## src/rtl/mux_scan_reg.sv

```systemverilog
// Registered N-channel x W-bit multiplexer with DIRECT (sel-driven) and SCAN (dwell-stepped) modes.
// Outputs carry the source channel index plus valid/err flags, all one clock after sampling.
module mux_scan_reg #(
    parameter int W     = 4,
    parameter int N     = 4,
    parameter int SW    = 2,
    parameter int DWELL = 4
) (
    input  logic             clk,
    input  logic             rst,
    input  logic             en,
    input  logic             mode,
    input  logic [SW-1:0]    sel,
    input  logic [N*W-1:0]   din,
    output logic [W-1:0]     y,
    output logic [SW-1:0]    ch,
    output logic             valid,
    output logic             err
);

    localparam int DW = (DWELL > 1) ? $clog2(DWELL) : 1;

    typedef enum logic {
        ST_DIRECT = 1'b0,
        ST_SCAN   = 1'b1
    } state_t;

    state_t          r_state;
    logic [SW-1:0]   r_ptr;
    logic [DW-1:0]   r_dcnt;
    logic [W-1:0]    r_y;
    logic [SW-1:0]   r_ch;
    logic            r_valid;
    logic            r_err;

    state_t          w_state;
    logic [SW-1:0]   w_ptr;
    logic [DW-1:0]   w_dcnt;
    logic [W-1:0]    w_y;
    logic [SW-1:0]   w_ch;
    logic            w_valid;
    logic            w_err;
    logic [W-1:0]    w_sel_data;
    logic [W-1:0]    w_ptr_data;
    logic            w_sel_ok;
    logic            w_scan;

    // Channel selection for both the sel input and the scan pointer; illegal indices read as zero.
    always_comb begin
        w_sel_data = {W{1'b0}};
        w_ptr_data = {W{1'b0}};
        for (int k = 0; k < N; k++) begin
            w_sel_data = (sel   == SW'(k)) ? din[k*W +: W] : w_sel_data;
            w_ptr_data = (r_ptr == SW'(k)) ? din[k*W +: W] : w_ptr_data;
        end
        // Widened compare so N == 2**SW does not truncate to zero.
        w_sel_ok = ({1'b0, sel} < (SW+1)'(N));
    end

    // Next-state and next-output logic; hold is the default and valid drops unless a sample is taken.
    always_comb begin
        w_state = mode ? ST_SCAN : ST_DIRECT;
        w_ptr   = r_ptr;
        w_dcnt  = r_dcnt;
        w_y     = r_y;
        w_ch    = r_ch;
        w_valid = 1'b0;
        w_err   = r_err;
        w_scan  = 1'b0;

        case (r_state)
            ST_DIRECT: begin
                // Entering SCAN restarts the sweep at channel 0 on the following edge.
                if (mode) begin
                    w_ptr  = {SW{1'b0}};
                    w_dcnt = {DW{1'b0}};
                end else begin
                    w_ptr  = r_ptr;
                    w_dcnt = r_dcnt;
                end
            end
            ST_SCAN: begin
                w_scan = mode;
            end
            default: begin
                w_scan = 1'b0;
            end
        endcase

        if (en) begin
            if (w_scan) begin
                w_y     = w_ptr_data;
                w_ch    = r_ptr;
                w_valid = 1'b1;
                w_err   = 1'b0;
                if (r_dcnt == DW'(DWELL - 1)) begin
                    w_dcnt = {DW{1'b0}};
                    w_ptr  = (r_ptr == SW'(N - 1)) ? {SW{1'b0}} : r_ptr + SW'(1);
                end else begin
                    w_dcnt = r_dcnt + DW'(1);
                end
            end else if (w_sel_ok) begin
                w_y     = w_sel_data;
                w_ch    = sel;
                w_valid = 1'b1;
                w_err   = 1'b0;
            end else begin
                w_y     = {W{1'b0}};
                w_ch    = r_ch;
                w_valid = 1'b0;
                w_err   = 1'b1;
            end
        end else begin
            w_valid = 1'b0;
        end
    end

    // State and output registers with synchronous reset taking priority over enable.
    always_ff @(posedge clk) begin
        if (rst) begin
            r_state <= ST_DIRECT;
            r_ptr   <= {SW{1'b0}};
            r_dcnt  <= {DW{1'b0}};
            r_y     <= {W{1'b0}};
            r_ch    <= {SW{1'b0}};
            r_valid <= 1'b0;
            r_err   <= 1'b0;
        end else begin
            r_state <= w_state;
            r_ptr   <= w_ptr;
            r_dcnt  <= w_dcnt;
            r_y     <= w_y;
            r_ch    <= w_ch;
            r_valid <= w_valid;
            r_err   <= w_err;
        end
    end

    assign y     = r_y;
    assign ch    = r_ch;
    assign valid = r_valid;
    assign err   = r_err;

endmodule

```

## config.mk

```make
export PLATFORM = sky130hd
export DESIGN_NAME = mux_scan_reg
export DESIGN_NICKNAME = d
export VERILOG_FILES = /design/src/rtl/mux_scan_reg.sv
export SDC_FILE = /design/constraint.sdc
export NUM_CORES = 1
export LEC_CHECK = 0
export BUFFER_PORTS_ARGS = -buffer_cell sky130_fd_sc_hd__buf_2
export CAP_MARGIN = 0
export CORE_MARGIN = 8
export CORE_UTILIZATION = 50
export CTS_BUF_LIST = sky130_fd_sc_hd__clkbuf_4 sky130_fd_sc_hd__clkbuf_8
export DETAILED_ROUTE_END_ITERATION = 8
export PLACE_DENSITY = 0.81
export SLEW_MARGIN = 20
export SYNTH_ARGS = -nofsm -noshare
export SYNTH_HDL_FRONTEND = slang
export SYNTH_SLANG_ARGS = --single-unit
```

## constraint.sdc

```tcl
create_clock -name clk -period 1.6 [get_ports clk]
set_input_delay 0 -clock clk [delete_from_list [all_inputs] [get_ports clk]]
set_output_delay 0 -clock clk [all_outputs]
set_load 0.02 [all_outputs]
```

Word level (Yosys, flattened, before mapping)
Index checks and enable logic that the tools add are counted.

word-level totals
  register bits after elaboration = 12
  output and inout port bits = 8
  word-level logic and storage cells = 41

operators by class
  add/subtract/negate cells = 2
  eq/ne operators = 7
  muxes and demuxes = 24
  reduce and logical (&&, ||, !) cells = 2

operators with widths
  operator               count
  $mux W4                9
  $mux W2                12
  $eq A2 B2 Y1 const B   5
  $add A2 B1 Y2 const B  2
  $eq A2 B1 Y1 const B   2
  $logic_not A2 Y1       2
  $mux W1                3

Depth between registers and ports, before layout
  depth in word-level cells = 6
  gate-level depth with buffers = 5
  gate-level depth less buffers = 5

Worst setup path before layout
No wires, ideal clock.

  kind = reg2reg
  start = register r_ptr[0]
  end = register r_y[0], in the netlist y[0]
  library setup time = 0.130 ns
  arrival time = 1.271 ns
  path slack = 0.199 ns
  cell stages (with the launch flop) = 6
  clock period less this slack = 1.401 ns
  cells stage by stage = dfxtp_1 inv_1 ha_1 or2_2 a221oi_1 o311ai_1

between the ends
  longest elaborated chain between the ends = 6
  elaborated cells on any way between the ends = 9

RTL lines
  what                    line  text
  start, declared         29    logic [SW-1:0] r_ptr;
  start signal, assigned  122   r_ptr <= {SW{1'b0}};
  start signal, assigned  130   r_ptr <= w_ptr;
  $logic_not A2 Y1        54    w_ptr_data = (r_ptr == SW'(k)) ? din[k*W +: W] : w_ptr_data;
  $mux W4 (3 in a row)    54
  $mux W4 *               54
  $mux W4 *               91    if (w_scan) begin
  end signal, assigned    124   r_y <= {W{1'b0}};
  end signal, assigned    132   r_y <= w_y;
  end, declared           31    logic [W-1:0] r_y;

Mark *: on every way between the ends. The rest lies on a longest branch, timed or not.
A chain may end at the register's enable or synchronous reset.

Worst setup path after layout
Ends and elaborated chain as after synthesis.

==> results.py <==
metrics = {
    "sta": {
        "fin_crit_ps": 1529,
        "clock.fmax_mhz": 653.9,
        "finalSetupViolCount": 0,
        "fin_tns_setup_ps": 0,
        "fin_skew_ps": 6.835,
        "fin_hold_ws_ps": 50.91,
        "hold_viol": 0,
        "rsz0062_at_grt": "no",
        "fin_crit_sh_pct": 95.59,
        "report.final.slew_viol_count": 0,
    },
    "drt": {
        "wl_met3_um": 199,
        "drc": 0,
        "route.vias.total": 816,
        "drt-met1-wl_um": 891,
        "initialDrtViolationCount": 31,
        "firstDrtPassIters": 4,
        "wl_per_cell_um": 16.95,
        "vias_per_cell": 6.277,
        "routed_wl_mm": 2.203,
        "top_layer_used": "met4",
        "met2_length_mm": 1.078,
        "antenna_left": 0,
    },
    "synthesis": {
        "yosysWarningCount": 0,
        "async_reset_ff_share_pct": 0,
        "synth_flop_cell": "dfxtp_1",
        "synth_seq_cells": 12,
        "yosys-top-cells-area": "dfxtp_1 30%, mux4_1 9.9%, ha_1 7.8%",
        "postSynthCellCount": 87,
        "synth_nets": 114,
        "synthesis.area_um2": 797.0,
        "post-synth-top-count-cell": "dfxtp_1",
        "synth_common_cells": "12 x dfxtp_1, 8 x nand3_1, 6 x nand2_1",
        "synth_edf_count": 0,
        "synth.top_cell.area_share_pct": 30.14,
        "yosys.cell_types.count": 30,
        "synth_area_leader_cell": "dfxtp_1",
        "synth.yosys.seq_area_share_pct": 30.14,
        "synth_area_per_cell_um2": 9.161,
    },
    "worst_setup_path": {
        "criticalPathCategory": "reg -> reg",
        "cp.required_ps": 1750,
        "arrival_ps": 1680,
        "cp_max_fo": 6,
        "critPathCaptureType": "register",
        "start_kind": "register",
        "r2r_cells": 5,
    },
    "finish": {
        "num_antenna_cells": 0,
        "final_util_pct": 64.29,
        "drive_gt1_share_pct": 33.33,
        "fillerInstances": 127,
        "regArea_um2": 241.5,
        "final_nets": 143,
        "multi_input_area_um2": 511.7,
        "area_delta_synth_final_pct": 21.51,
    },
    "clocking": {
        "cts_setup_buffers": 0,
        "cts.sinks": 12,
        "h-tree-depth": 1,
        "clk_path_buf_depth": 2,
        "clock-root-buffer": "clkbuf_4",
        "clk_pin_slew_worst_paths_ps": 80,
        "cts_tree": "built",
        "worstSkewPairLatency_ps": 270,
        "cts_made_buffers": 3,
    },
    "hold_path": {
        "hold_path_depth": 2,
        "hp-class": "in -> reg",
    },
    "die": {
        "design.core.area_um2": 1506,
        "initial_core_util_pct": 52.91,
        "floorplan.rows": 14,
        "dieWidth_um": 55.93,
        "fp.dieArea_um2": 3128,
        "fp.dieH_um": 55.93,
        "ios": 30,
    },
    "global_route": {
        "grt_pass1_vias": 795,
        "grt_pass1_wl_mm": 3.456,
        "antenna_found_initial": 0,
        "grt_max_degree": 12,
        "gr-total-overflow": 0,
        "grt_use_total_pct": 12.86,
    },
    "power_and_ir_drop": {
        "leakage_nw": 0.4215,
        "peakVddDrop_mv": 0.2825,
        "p_per_area_nw_per_um2": 663.3,
    },
    "placement": {
        "gp_congestion": 0.9028,
        "io_buffers": 28,
        "hpwl_mm": 1.715,
    },
    "run": {
        "drv_cap": 0,
    },
    "outcome": {
        "run_status": "finished clean",
    },
}
[through the flow]
stage | worst slack [ps] | cells | total power [mW] | area, um^2
after floorplan | 198.9 | 87 | 0.4104 | 797.0
after global routing | 1.495 | 130 | 0.6639 | 968.4
after global placement | 144.4 | 126 | 0.4567 | 925.9
after CTS | 0.4031 | 130 | 0.6408 | 958.4
after detailed placement | 23.76 | 126 | 0.4608 | 925.9
final | 70.63 | 130 | 0.6423 | 968.4
[registers in the layout, indices dropped and copies added (netlist names)]
name     cells
y            4
ch           2
r_dcnt       2
r_ptr        2
r_state      1
valid        1
[metal layers]
| layer | up-vias | global-route usage (%) |
|---|---|---|
| met3 | 6 | 2.968 |
| met1 | 373 | 14.30 |
| met2 | 50 | 22.76 |
| met5 | - | 0 |
| li1 | 387 | - |
| met4 | 0 | 5.155 |
[where the power goes]
part | switching (mW) | total (mW) | internal, mW
Clock | 0.0974 | 0.184 | 0.0871
Combinational | 0.0717 | 0.135 | 0.0636
Sequential | 0.00867 | 0.322 | 0.314
[worst max-delay path, cell delays in order (launching register included)]
cell and delay (ps):
dfxtp_2 390, inv_1 70, ha_1 230, or2_2 330
a221oi_1 260, o311ai_1 130
[cell families after synthesis]
kind of cell / count (synthesis) / share of synthesized area, %
AOI/OAI and AO/OA: 21 / 19.00
adders and majority gates: 5 / 7.849
buffers and inverters: 10 / 6.750
DFF: 12 / 30.14
muxes: 4 / 12.72
other: 1 / 0.4705
and+or+nand+nor: 34 / 23.08
[area by class of cell]
class | instances | share of cell area, %
multi-input cells | 65 | 52.84
clock buffers | 3 | 2.326
inverters | 4 | 1.550
flip-flops and latches | 12 | 24.94
repair buffers | 30 | 16.28
well taps | 16 | 2.067
[path summary, 6_finish.rpt]
| path | start | end | slack, ps |
|---|---|---|---|
| max reg2reg | r_ptr[0] | y[0] | 70 |
| max | r_ptr[0] | y[0] | 70 |
| min reg2reg | y[0] | y[0] | 480 |
| min | en | ch[1] | 50 |
[cell usage in the layout, fill, tap and decap left out, types with 4 or more instances in the layout]
cell type,instances
a21oi_1,4
buf_2,28
dfxtp_1,11
ha_1,5
inv_1,4
nand2_1,6
nand2b_1,4
nand3_1,8
nor2_1,4
nor2b_1,4
[what timing repair did]
item / 4_1_cts / 5_1_grt
setup endpoints to repair: 0 / 4
hold endpoints to repair: 4 / 0
gates resized for setup: 0 / 3
hold buffers: 1 / 0
(Power assumes the default switching activity.)
